**config.mk**
```make
export PLATFORM = sky130hd
export DESIGN_NAME = qnet_st_trace
export DESIGN_NICKNAME = d
export VERILOG_FILES = /design/src/rtl/qnet_pkg.sv /design/src/rtl/qnet_trace_hist.sv /design/src/rtl/qnet_st_trace.sv
export SDC_FILE = /design/constraint.sdc
export NUM_CORES = 1
export LEC_CHECK = 0
export ABC_CLOCK_PERIOD_IN_PS = 2600
export CORE_ASPECT_RATIO = 1.4
export CORE_MARGIN = 4
export CORE_UTILIZATION = 50
export CTS_BUF_LIST = sky130_fd_sc_hd__clkbuf_8 sky130_fd_sc_hd__clkbuf_16
export CTS_CLUSTER_SIZE = 24
export DETAILED_ROUTE_END_ITERATION = 16
export PLACE_DENSITY = 0.71
export RECOVER_POWER = 25
export SLEW_MARGIN = 20
export SYNTH_ARGS = -nofsm -noshare
export SYNTH_HDL_FRONTEND = slang
export SYNTH_SLANG_ARGS = --single-unit
```
**constraint.sdc**
```tcl
create_clock -name st_clk_i -period 2.6 [get_ports st_clk_i]
set_input_delay 0.26 -clock st_clk_i [delete_from_list [all_inputs] [get_ports st_clk_i]]
set_output_delay 0.26 -clock st_clk_i [all_outputs]
set_load 0.01 [all_outputs]
```
**src/rtl/qnet_pkg.sv**
```systemverilog
// rtl/qnet_pkg.sv - shared QNET types, state-code encoding and trace constants
//
// Contents:
//   type_qnet_cmd_e  - QNET command FSM states
//   qnet_st_encode() - maps a command state to its 6-bit trace code
//   trace_st_e       - capture FSM of the state-transition tracer
//   QNET_DBG_FILL    - code shown in history slots that were never written

package qnet_pkg;

    localparam int              QNET_ST_W     = 6;
    localparam logic [5:0]      ST_ERROR      = 6'd63;
    localparam int              QNET_DBG_FILL = 62;

    typedef enum logic [2:0] {
        QNET_CMD_IDLE,
        QNET_CMD_FETCH,
        QNET_CMD_DECODE,
        QNET_CMD_EXEC,
        QNET_CMD_RESP,
        QNET_CMD_ABORT
    } type_qnet_cmd_e;

    typedef enum logic [1:0] {
        TRACE_RUN,
        TRACE_POST,
        TRACE_FROZEN
    } trace_st_e;

    // Any encoding outside the defined command set traces as ST_ERROR so a
    // corrupted state register is visible in the history.
    function automatic logic [QNET_ST_W-1:0] qnet_st_encode(input type_qnet_cmd_e cmd);
        logic [QNET_ST_W-1:0] code;
        case (cmd)
            QNET_CMD_IDLE:   code = 6'd0;
            QNET_CMD_FETCH:  code = 6'd1;
            QNET_CMD_DECODE: code = 6'd2;
            QNET_CMD_EXEC:   code = 6'd3;
            QNET_CMD_RESP:   code = 6'd4;
            QNET_CMD_ABORT:  code = 6'd5;
            default:         code = ST_ERROR;
        endcase
        return code;
    endfunction

endpackage

```
**src/rtl/qnet_trace_hist.sv**
```systemverilog
// rtl/qnet_trace_hist.sv - DEPTH-entry state-code/dwell history with registered readout
//
// Ports:
//   clk, rst_n     - clock, asynchronous active-low reset
//   clear          - flush history; entry0 takes new_code
//   shift          - push new_code into entry0, old entry0 moves to entry1
//   new_code       - code written into entry0 on shift/clear
//   shift_dwell    - dwell stored with the old entry0 when it moves to entry1
//   live_dwell     - running dwell, reported as entry0's dwell
//   rd_idx         - readout index, 0 is newest
//   rd_code/dwell  - registered readout (one cycle after rd_idx)
//   head_codes     - codes of the newest PACK_N entries for the debug word

module qnet_trace_hist #(
    parameter int ST_W     = 6,
    parameter int TS_W     = 16,
    parameter int DEPTH    = 8,
    parameter int PACK_N   = 5,
    parameter int RST_CODE = 62,
    parameter int IDX_W    = $clog2(DEPTH)
) (
    input  logic                          clk,
    input  logic                          rst_n,
    input  logic                          clear,
    input  logic                          shift,
    input  logic [ST_W-1:0]               new_code,
    input  logic [TS_W-1:0]               shift_dwell,
    input  logic [TS_W-1:0]               live_dwell,
    input  logic [IDX_W-1:0]              rd_idx,
    output logic [ST_W-1:0]               rd_code,
    output logic [TS_W-1:0]               rd_dwell,
    output logic [PACK_N-1:0][ST_W-1:0]   head_codes
);

    localparam logic [ST_W-1:0] FILL = ST_W'(RST_CODE);

    logic [ST_W-1:0] code_q  [DEPTH];
    // entry0's dwell is always the live counter, so only 1..DEPTH-1 are stored
    logic [TS_W-1:0] dwell_q [1:DEPTH-1];
    logic [TS_W-1:0] dwell_view [DEPTH];
    logic [ST_W-1:0] rd_code_d;
    logic [TS_W-1:0] rd_dwell_d;

    always_ff @(posedge clk or negedge rst_n) begin
        if (!rst_n) begin
            code_q[0] <= '0;
            for (int k = 1; k < DEPTH; k++) begin
                code_q[k]  <= FILL;
                dwell_q[k] <= '0;
            end
        end else if (clear) begin
            code_q[0] <= new_code;
            for (int k = 1; k < DEPTH; k++) begin
                code_q[k]  <= FILL;
                dwell_q[k] <= '0;
            end
        end else if (shift) begin
            for (int k = DEPTH - 1; k >= 2; k--) begin
                code_q[k]  <= code_q[k-1];
                dwell_q[k] <= dwell_q[k-1];
            end
            code_q[1]  <= code_q[0];
            dwell_q[1] <= shift_dwell;
            code_q[0]  <= new_code;
        end
    end

    always_comb begin
        dwell_view[0] = live_dwell;
        for (int k = 1; k < DEPTH; k++) begin
            dwell_view[k] = dwell_q[k];
        end
    end

    // Indices past the end only exist when DEPTH is not a power of two.
    always_comb begin
        rd_code_d  = FILL;
        rd_dwell_d = '0;
        if (int'(rd_idx) < DEPTH) begin
            rd_code_d  = code_q[rd_idx];
            rd_dwell_d = dwell_view[rd_idx];
        end
    end

    // Sampled from the pre-edge contents, so a read during a shift sees the
    // history as it was before that shift.
    always_ff @(posedge clk or negedge rst_n) begin
        if (!rst_n) begin
            rd_code  <= '0;
            rd_dwell <= '0;
        end else begin
            rd_code  <= rd_code_d;
            rd_dwell <= rd_dwell_d;
        end
    end

    always_comb begin
        for (int i = 0; i < PACK_N; i++) begin
            head_codes[i] = code_q[i];
        end
    end

endmodule

```
**src/rtl/qnet_st_trace.sv**
```systemverilog
// rtl/qnet_st_trace.sv - FSM state-transition tracer with trigger/freeze capture
//
// Ports:
//   st_clk_i, st_rst_ni      - clock, asynchronous active-low reset
//   current_st_i, next_st_i  - observed FSM state codes; a difference is a change
//   clear_i                  - re-arm capture and flush history
//   trig_en_i, trig_code_i   - trigger when a recorded change enters trig_code_i
//   post_n_i                 - changes still recorded after the trigger
//   rd_idx_i                 - history readout index (0 newest)
//   rd_code_o, rd_dwell_o    - readout, one cycle latency
//   debug_dt_o               - newest PACK_N codes packed, entry0 in the MSBs
//   trans_cnt_o              - changes since clear, saturating
//   ovf_o, frozen_o, trig_o  - history overflow, capture frozen, trigger fired

module qnet_st_trace
    import qnet_pkg::*;
#(
    parameter int ST_W     = 6,
    parameter int DEPTH    = 8,
    parameter int TS_W     = 16,
    parameter int PACK_N   = 5,
    parameter int RST_CODE = QNET_DBG_FILL,
    parameter int CNT_W    = 16
) (
    input  logic                       st_clk_i,
    input  logic                       st_rst_ni,
    input  logic [ST_W-1:0]            current_st_i,
    input  logic [ST_W-1:0]            next_st_i,
    input  logic                       clear_i,
    input  logic                       trig_en_i,
    input  logic [ST_W-1:0]            trig_code_i,
    input  logic [7:0]                 post_n_i,
    input  logic [$clog2(DEPTH)-1:0]   rd_idx_i,
    output logic [ST_W-1:0]            rd_code_o,
    output logic [TS_W-1:0]            rd_dwell_o,
    output logic [31:0]                debug_dt_o,
    output logic [CNT_W-1:0]           trans_cnt_o,
    output logic                       ovf_o,
    output logic                       frozen_o,
    output logic                       trig_o
);

    localparam logic [CNT_W-1:0] OVF_TH = CNT_W'(DEPTH - 1);

    trace_st_e               st_q, st_d;
    logic [7:0]              post_q, post_d;
    logic [TS_W-1:0]         dwell_q;
    logic [CNT_W-1:0]        cnt_q;
    logic                    ovf_q;
    logic                    change;
    logic                    rec;
    logic                    trig_hit;
    logic [PACK_N-1:0][ST_W-1:0] head_codes;
    logic [31:0]             dbg;

    assign change   = (current_st_i != next_st_i);
    // A change is recorded only while capture is open; clear overrides it.
    assign rec      = change && (st_q != TRACE_FROZEN) && !clear_i;
    assign trig_hit = trig_en_i && (next_st_i == trig_code_i);

    always_ff @(posedge st_clk_i or negedge st_rst_ni) begin
        if (!st_rst_ni) begin
            st_q   <= TRACE_RUN;
            post_q <= '0;
        end else begin
            st_q   <= st_d;
            post_q <= post_d;
        end
    end

    always_comb begin
        st_d   = st_q;
        post_d = post_q;
        if (clear_i) begin
            st_d   = TRACE_RUN;
            post_d = '0;
        end else if (rec) begin
            case (st_q)
                TRACE_RUN: begin
                    if (trig_hit) begin
                        if (post_n_i == 8'd0) begin
                            st_d = TRACE_FROZEN;
                        end else begin
                            st_d   = TRACE_POST;
                            post_d = post_n_i;
                        end
                    end
                end
                TRACE_POST: begin
                    post_d = post_q - 8'd1;
                    if (post_q <= 8'd1) begin
                        st_d = TRACE_FROZEN;
                    end
                end
                default: begin
                end
            endcase
        end
    end

    // Dwell restarts on every recorded change and holds while frozen.
    always_ff @(posedge st_clk_i or negedge st_rst_ni) begin
        if (!st_rst_ni) begin
            dwell_q <= '0;
        end else if (clear_i || rec) begin
            dwell_q <= '0;
        end else if (!change && (st_q != TRACE_FROZEN) && (dwell_q != '1)) begin
            dwell_q <= dwell_q + TS_W'(1);
        end
    end

    // The transition count keeps running while frozen; overflow does not,
    // because a frozen history can no longer lose entries.
    always_ff @(posedge st_clk_i or negedge st_rst_ni) begin
        if (!st_rst_ni) begin
            cnt_q <= '0;
            ovf_q <= 1'b0;
        end else if (clear_i) begin
            cnt_q <= '0;
            ovf_q <= 1'b0;
        end else if (change) begin
            if (cnt_q != '1) begin
                cnt_q <= cnt_q + CNT_W'(1);
            end
            if ((st_q != TRACE_FROZEN) && (cnt_q >= OVF_TH)) begin
                ovf_q <= 1'b1;
            end
        end
    end

    qnet_trace_hist #(
        .ST_W     (ST_W),
        .TS_W     (TS_W),
        .DEPTH    (DEPTH),
        .PACK_N   (PACK_N),
        .RST_CODE (RST_CODE)
    ) u_hist (
        .clk         (st_clk_i),
        .rst_n       (st_rst_ni),
        .clear       (clear_i),
        .shift       (rec),
        .new_code    (next_st_i),
        .shift_dwell (dwell_q),
        .live_dwell  (dwell_q),
        .rd_idx      (rd_idx_i),
        .rd_code     (rd_code_o),
        .rd_dwell    (rd_dwell_o),
        .head_codes  (head_codes)
    );

    always_comb begin
        dbg = '0;
        for (int i = 0; i < PACK_N; i++) begin
            dbg[(PACK_N-1-i)*ST_W +: ST_W] = head_codes[i];
        end
    end

    assign debug_dt_o  = dbg;
    assign trans_cnt_o = cnt_q;
    assign ovf_o       = ovf_q;
    // Only a trigger can move the FSM out of RUN, and only clear brings it back.
    assign frozen_o    = (st_q == TRACE_FROZEN);
    assign trig_o      = (st_q != TRACE_RUN);

endmodule

```
==> metrics.txt, run 1 <==
Multi-input gate area 4932 sq um; ant diodes 0; CP max FO 6; wire length per cell 17.25 microns; DR iter-0 viols 712; CP max stage cell clkdlybuf4s50_1; final antenna-violating net count 0; asr flop ratio synth 100.0%; total gr overflow 0; DR WL met2 12740 microns; failing checks max-capacitance violations, max-slew violations; Synth Instances 1144; Final Hold Viols 0; CP arrival 2.04 ns; Setup CP Type flip-flop to output pin; Startpoint Class flip-flop; TritonCTS clock tree yes; clock sink count 225; DR vias/cell 5.703; Setup Total Neg Slack 0 ns; CP endpoint kind output pin; clock tree buffer depth 3; Port Buffers 103; first-pass GRT wire length 43600 microns; die area 25000 sq um; Placeable Area 22020 sq um; outcome complete, but fails checks; fin nets 1229; register cell area after layout 5674 sq um; Setup violations, final 0; largest net degree at the start of global routing 78; Max Cap Viol 1; RD Place Congestion 0.8146; slew margin rel. -6.380%; Worst Path Required 2.34 ns; vias after detailed routing 8588; Mapped Area 11250 sq um; leakage 5.503 nW; register area share after synthesis 50.43%; Avg Cell Area, Syn 9.836 sq um; period utilization 88.65%; vias in the first global route 8457; Routed WL 25980 microns; share of cells above drive strength 1 15.63%; Hold Crit Class primary input to flip-flop; worst flop-to-flop path startpoint trans_cnt_o[0]; Fmax 0.4339 GHz; RSZ-0062 raised after global routing false; Area Overhead vs Synth 17.37%; gr usage total 21.02%; Ports 106; Placed Area 12430 sq um; Die Height 185.5 microns; wl on met1 11220 microns; Synth cell types 65; Detailed Place HPWL 16690 microns; highest metal used met4; post-CTS setup repair buffer count 0; Yosys Warn Count 0; Slew Limit Fails 61; clk_lat worst skew 0.51 ns; DRC errors left 0; initial antenna violation count 0; maximum vdd drop 490.5 uV; worst path cell trace nand2b_1 -> inv_1 -> clkdlybuf4s50_1; hold_sp clear_i; fin area 13210 sq um; first-pass iteration count of the detailed router 5; CTS Buf Count 23; minimum clock period 2.305 ns; Die X 134.8 microns; crit path from st_q[0]; WL met3 1454 microns; Tightest Pin Transition 1.596 ns; top_reg_cell synth dfrtp_1; Max H-tree Level 1; Critical Path Max Stage Delay 0.60 ns; num rows 64; clk root buf clkbuf_16; Post-synth EDFFs 0; Clock Skew 0.01306 ns; Yosys reg bits 225; power density over cell area 688.5 nW/um^2; # fillers 1824; Reg clk slew, reported paths 0.06 ns; Initial Util 51.10%
## registers in the layout, indices dropped and copies added, names as in the netlist
| signal | cells |
|---|---|
| dwell_q | 16 |
| u_hist.head_codes | 30 |
| st_q | 2 |
| ovf_o | 1 |
| u_hist.rd_code | 6 |
| u_hist.rd_dwell | 16 |
| trans_cnt_o | 16 |
| post_q | 8 |
| u_hist.code_q | 18 |
| u_hist.dwell_q | 112 |
## worst max-delay path, delay by kind of cell, from the launching register on
kind	cells	cell delay, ns
simple gates	1	0.27
flops	1	0.43
buf+inv	2	0.84
## power by group
group | switching (mW) | total (mW) | internal, mW
Clock | 1.35 | 3.36 | 2.01
Combinational | 1.01 | 1.74 | 0.726
Sequential | 0.205 | 3.99 | 3.79
## synth_stat cells (all sizes together), types with 3 or more instances
cell / number / area share [%]
o41ai: 4 / 0.31
clkbuf: 42 / 1.4
xnor2: 16 / 1.2
nor3: 9 / 0.44
a21oi: 137 / 6.1
buf: 72 / 4.1
nor2: 26 / 0.87
mux2: 24 / 2.4
or4: 8 / 0.57
and2: 5 / 0.28
o21ai: 12 / 0.53
nand3: 46 / 2.2
o31ai: 4 / 0.27
a221o: 4 / 0.36
or4b: 3 / 0.27
dfrtp: 190 / 42
a211o: 7 / 0.54
or3: 4 / 0.22
mux4: 44 / 8.8
inv: 14 / 0.47
a211oi: 9 / 0.69
ha: 4 / 0.44
and3: 9 / 0.50
nand2: 346 / 12
mux2i: 3 / 0.27
and4: 7 / 0.57
nor4: 5 / 0.41
nand4: 11 / 0.61
xor2: 7 / 0.54
nand2b: 5 / 0.28
dfstp: 35 / 8.2
## path summary, 6_finish.rpt
check	end	slack (ns)	depth (start not counted)
worst max-delay path	frozen_o	0.30	3
worst min-delay path	trans_cnt_o[10]	0.14	2
worst max register to register	trans_cnt_o[9]	0.46	6
worst min register to register	u_hist.code_q[4]	0.49	2
max in group asynchronous	u_hist.code_q[13]	0.63	3
min in group asynchronous	trans_cnt_o[13]	0.72	2
## area by class of cell
class / instances / share of cell area (%)
multi-input combinational: 792 / 37.35
inverter: 14 / 0.3979
sequential: 225 / 42.97
clock inverter: 13 / 0.8337
timing repair buffer: 136 / 10.57
tap: 297 / 2.814
clock buffer: 29 / 5.069
## routing by layer
layer	up-vias	GRT usage, %
li1	4018	-
met2	268	34.60
met1	4256	29.95
met3	46	2.650
met4	0	5.297
met5	-	0
## layout by cell type (no fill, tap or decap), types with 11 or more instances in the layout
master and instances:
a21oi_1 136, buf_12 11, buf_4 20, clkbuf_16 24, clkdlybuf4s50_1 99, dfrtp_1 190
dfstp_2 35, inv_1 21, mux2_2 24, mux4_2 44, nand2_1 346, nand3_1 45
nand4_1 11, nor2_1 26, o21ai_0 11, xnor2_1 16
## repair_timing
action                    in CTS  in global routing
hold buffers                   1                  0
resized for setup              0                  0
hold endpoints to repair      46                  0
## per-stage QoR
step	util [%]	worst slack, ns	total power [mW]	cells	hold WS (ns)
floorplan	-	0.5261	5.148	1145	-0.03559
global placement	56.45	0.1340	5.754	1463	0.2379
detailed placement	56.45	0.1129	5.784	1463	0.2357
CTS	60.04	0.2998	9.178	1506	0.1256
global route	59.97	0.2242	9.535	1506	0.1405
finish	59.97	0.2952	9.093	1506	0.1407
## kinds of logic after synthesis
logic type | count (synthesis) | share of synthesized area, %
simple gates | 491 | 19.24
flops | 225 | 50.43
buf+inv | 128 | 5.938
other cells | 1 | 0.03333
xor+xnor | 23 | 1.790
fa+ha+maj | 4 | 0.4448
mux | 71 | 11.48
compound gates | 201 | 10.65
(Power assumes the default switching activity.)
==> run 2: changes to the inputs <==
- SLEW_MARGIN: 20 -> unset
==> results of run 2 <==
Same layout as run 1: the final DEF is identical, and so are final timing and power.
==> run 3: changes to the inputs <==
- CORE_MARGIN: 4 -> 2
==> run 3 against run 2 <==
The flow still finishes with violations (max-capacitance violations, max-slew violations). Clock power decreased by 8.0%. Utilization decreased by 0.15 points. Count of clock-buffer cells in the layout decreased by 2. Combinational power about the same. First-iteration DRC count decreased by 4.9%. Critical path depth unchanged. Hold slack got worse by 0.030 ns. Non-clock buffer count decreased by 2. Cell count decreased by 0.13%. Die area decreased by 5.1%. Global-route usage increased by 1.1 points.
==> metrics.txt, run 3 (same netlist as run 1, synthesis figures left out) <==
Tightest Pin Transition 1.927 ns; RD Place Congestion 0.8570; Max H-tree Level 1; RSZ-0062 raised after global routing false; vias in the first global route 8454; Worst Path Required 2.34 ns; maximum vdd drop 521.4 uV; final antenna-violating net count 0; CP arrival 2.02 ns; Clock Skew 0.006825 ns; DRC errors left 0; Logic pwr share 19.4%; Area Overhead vs Synth 16.66%; leakage 5.465 nW; first-pass iteration count of the detailed router 6; Hold Crit Class primary input to flip-flop; num rows 64; switch share 29.23%; Most flops, register u_hist.dwell_q; CP max stage cell clkdlybuf4s50_1; Place WS 0.09993 ns; Slew Limit Fails 81; fin nets 1227; minimum clock period 2.280 ns; Clk pwr share 35.2%; Fmax 0.4387 GHz; commonest non-fill, non-tap cell in the layout nand2_1; Setup violations, final 0; Die X 130.8 microns; period utilization 87.68%; outcome complete, but fails checks; Min Hold Slack 0.1102 ns; clk root buf clkbuf_16; post-CTS setup repair buffer count 0; R2R Setup Slk 0.47 ns; first-pass GRT wire length 42820 microns; CP endpoint kind output pin; share of cells above drive strength 1 15.41%; clk_lat worst skew 0.51 ns; CP max FO 6; Placeable Area 21940 sq um; Port Buffers 103; Final Total Pwr 8.795 mW; max reg flops 112; largest net degree at the start of global routing 95; Ports 106; most frequent cells in the layout nand2_1 (346), dfrtp_1 (190), a21oi_1 (136); # fillers 1845; clock tree buffer depth 3; DR vias/cell 5.710; sw power 2.571 mW; die area 23740 sq um; clock sink count 225; failing checks max-capacitance violations, max-slew violations; TritonCTS clock tree yes; Max Cap Viol 1; Critical Path Max Stage Delay 0.61 ns; wire length per cell 17.12 microns; Setup Total Neg Slack 0 ns; vias after detailed routing 8588; Placed Area 12430 sq um; Setup CP Type flip-flop to output pin; initial antenna violation count 0; CTS Buf Count 23; DR iter-0 viols 677; power density over cell area 670.0 nW/um^2; Final Hold Viols 0; Routed WL 25750 microns; Startpoint Class flip-flop; Initial Util 51.28%; slew margin rel. -28.43%; total gr overflow 0; worst path cell trace nand2b_1 -> inv_1 -> clkdlybuf4s50_1; ant diodes 0; Reg clk slew, reported paths 0.06 ns; Setup WS post-layout 0.3204 ns; Internal 6.224 mW; Detailed Place HPWL 16420 microns; Sequential Power Share 45.4%; Die Height 181.5 microns; gr usage total 22.08%; fin area 13130 sq um
run 3: cell count changes in the layout (fill, tap and decap cells not counted):
cell        previous run  this run
buf_4                 20        17
buf_2                  2         3
bufinv_16              2         0
clkbuf_8               5         4
clkbuf_2               3         2
inv_1                 21        22
clkinvlp_4             0         1
clkinv_2               3         5
clkbuf_16             24        23
buf_12                11        12
run 3: layout make-up:
type | instances | area, sq um | area share (%)
inverters | 14 | 52.55 | 0.4003
repair buffers | 134 | 1394 | 10.62
flip-flops and latches | 225 | 5674 | 43.23
clock buffers | 27 | 630.6 | 4.804
well taps | 297 | 371.6 | 2.831
clock inverters | 15 | 71.32 | 0.5433
multi-input cells | 792 | 4932 | 37.58
run 3: path summary, 6_finish.rpt:
path	cells after the start	from	to
setup / recovery	3	st_q[0]	frozen_o
hold / removal	2	clear_i	trans_cnt_o[7]
setup reg to reg	6	trans_cnt_o[0]	trans_cnt_o[9]
hold reg to reg	2	u_hist.code_q[5]	u_hist.code_q[5]
max in group asynchronous	3	st_rst_ni	u_hist.code_q[2]
min in group asynchronous	2	st_rst_ni	trans_cnt_o[7]
run 3: power by group through the flow:
stage | registers (mW) | clock network, mW | logic (mW)
floorplan | 3.99 | 0 | 1.15
global placement | 4.04 | 0 | 1.70
detailed placement | 4.05 | 0 | 1.72
CTS | 3.99 | 3.16 | 1.73
global route | 4.03 | 3.30 | 1.89
finish | 3.99 | 3.09 | 1.71
run 3: per-layer routing:
metal	share of wire [%]	vias up	global-route usage, %
met2	51	210	36.54
met4	2.0	0	5.787
met3	4.7	37	3.064
li1	-	4009	-
met5	0	-	0
met1	43	4332	30.76
run 3: metrics by stage:
step / cells / util, %
6_report: 1504 / 59.83
3_3_place_gp: 1461 / 56.65
2_1_floorplan: 1145 / -
4_1_cts: 1504 / 59.89
3_5_place_dp: 1461 / 56.65
5_1_grt: 1504 / 59.83
run 3: critical path: cells and delay by family, from the launching register on:
family	cells	cell delay [ns]
buffers and inverters	2	0.80
and+or+nand+nor	1	0.27
DFF	1	0.43
run 3: repair_timing:
item	in CTS	in global routing
resized for setup	0	0
hold endpoints to repair	67	0
hold buffers	1	0
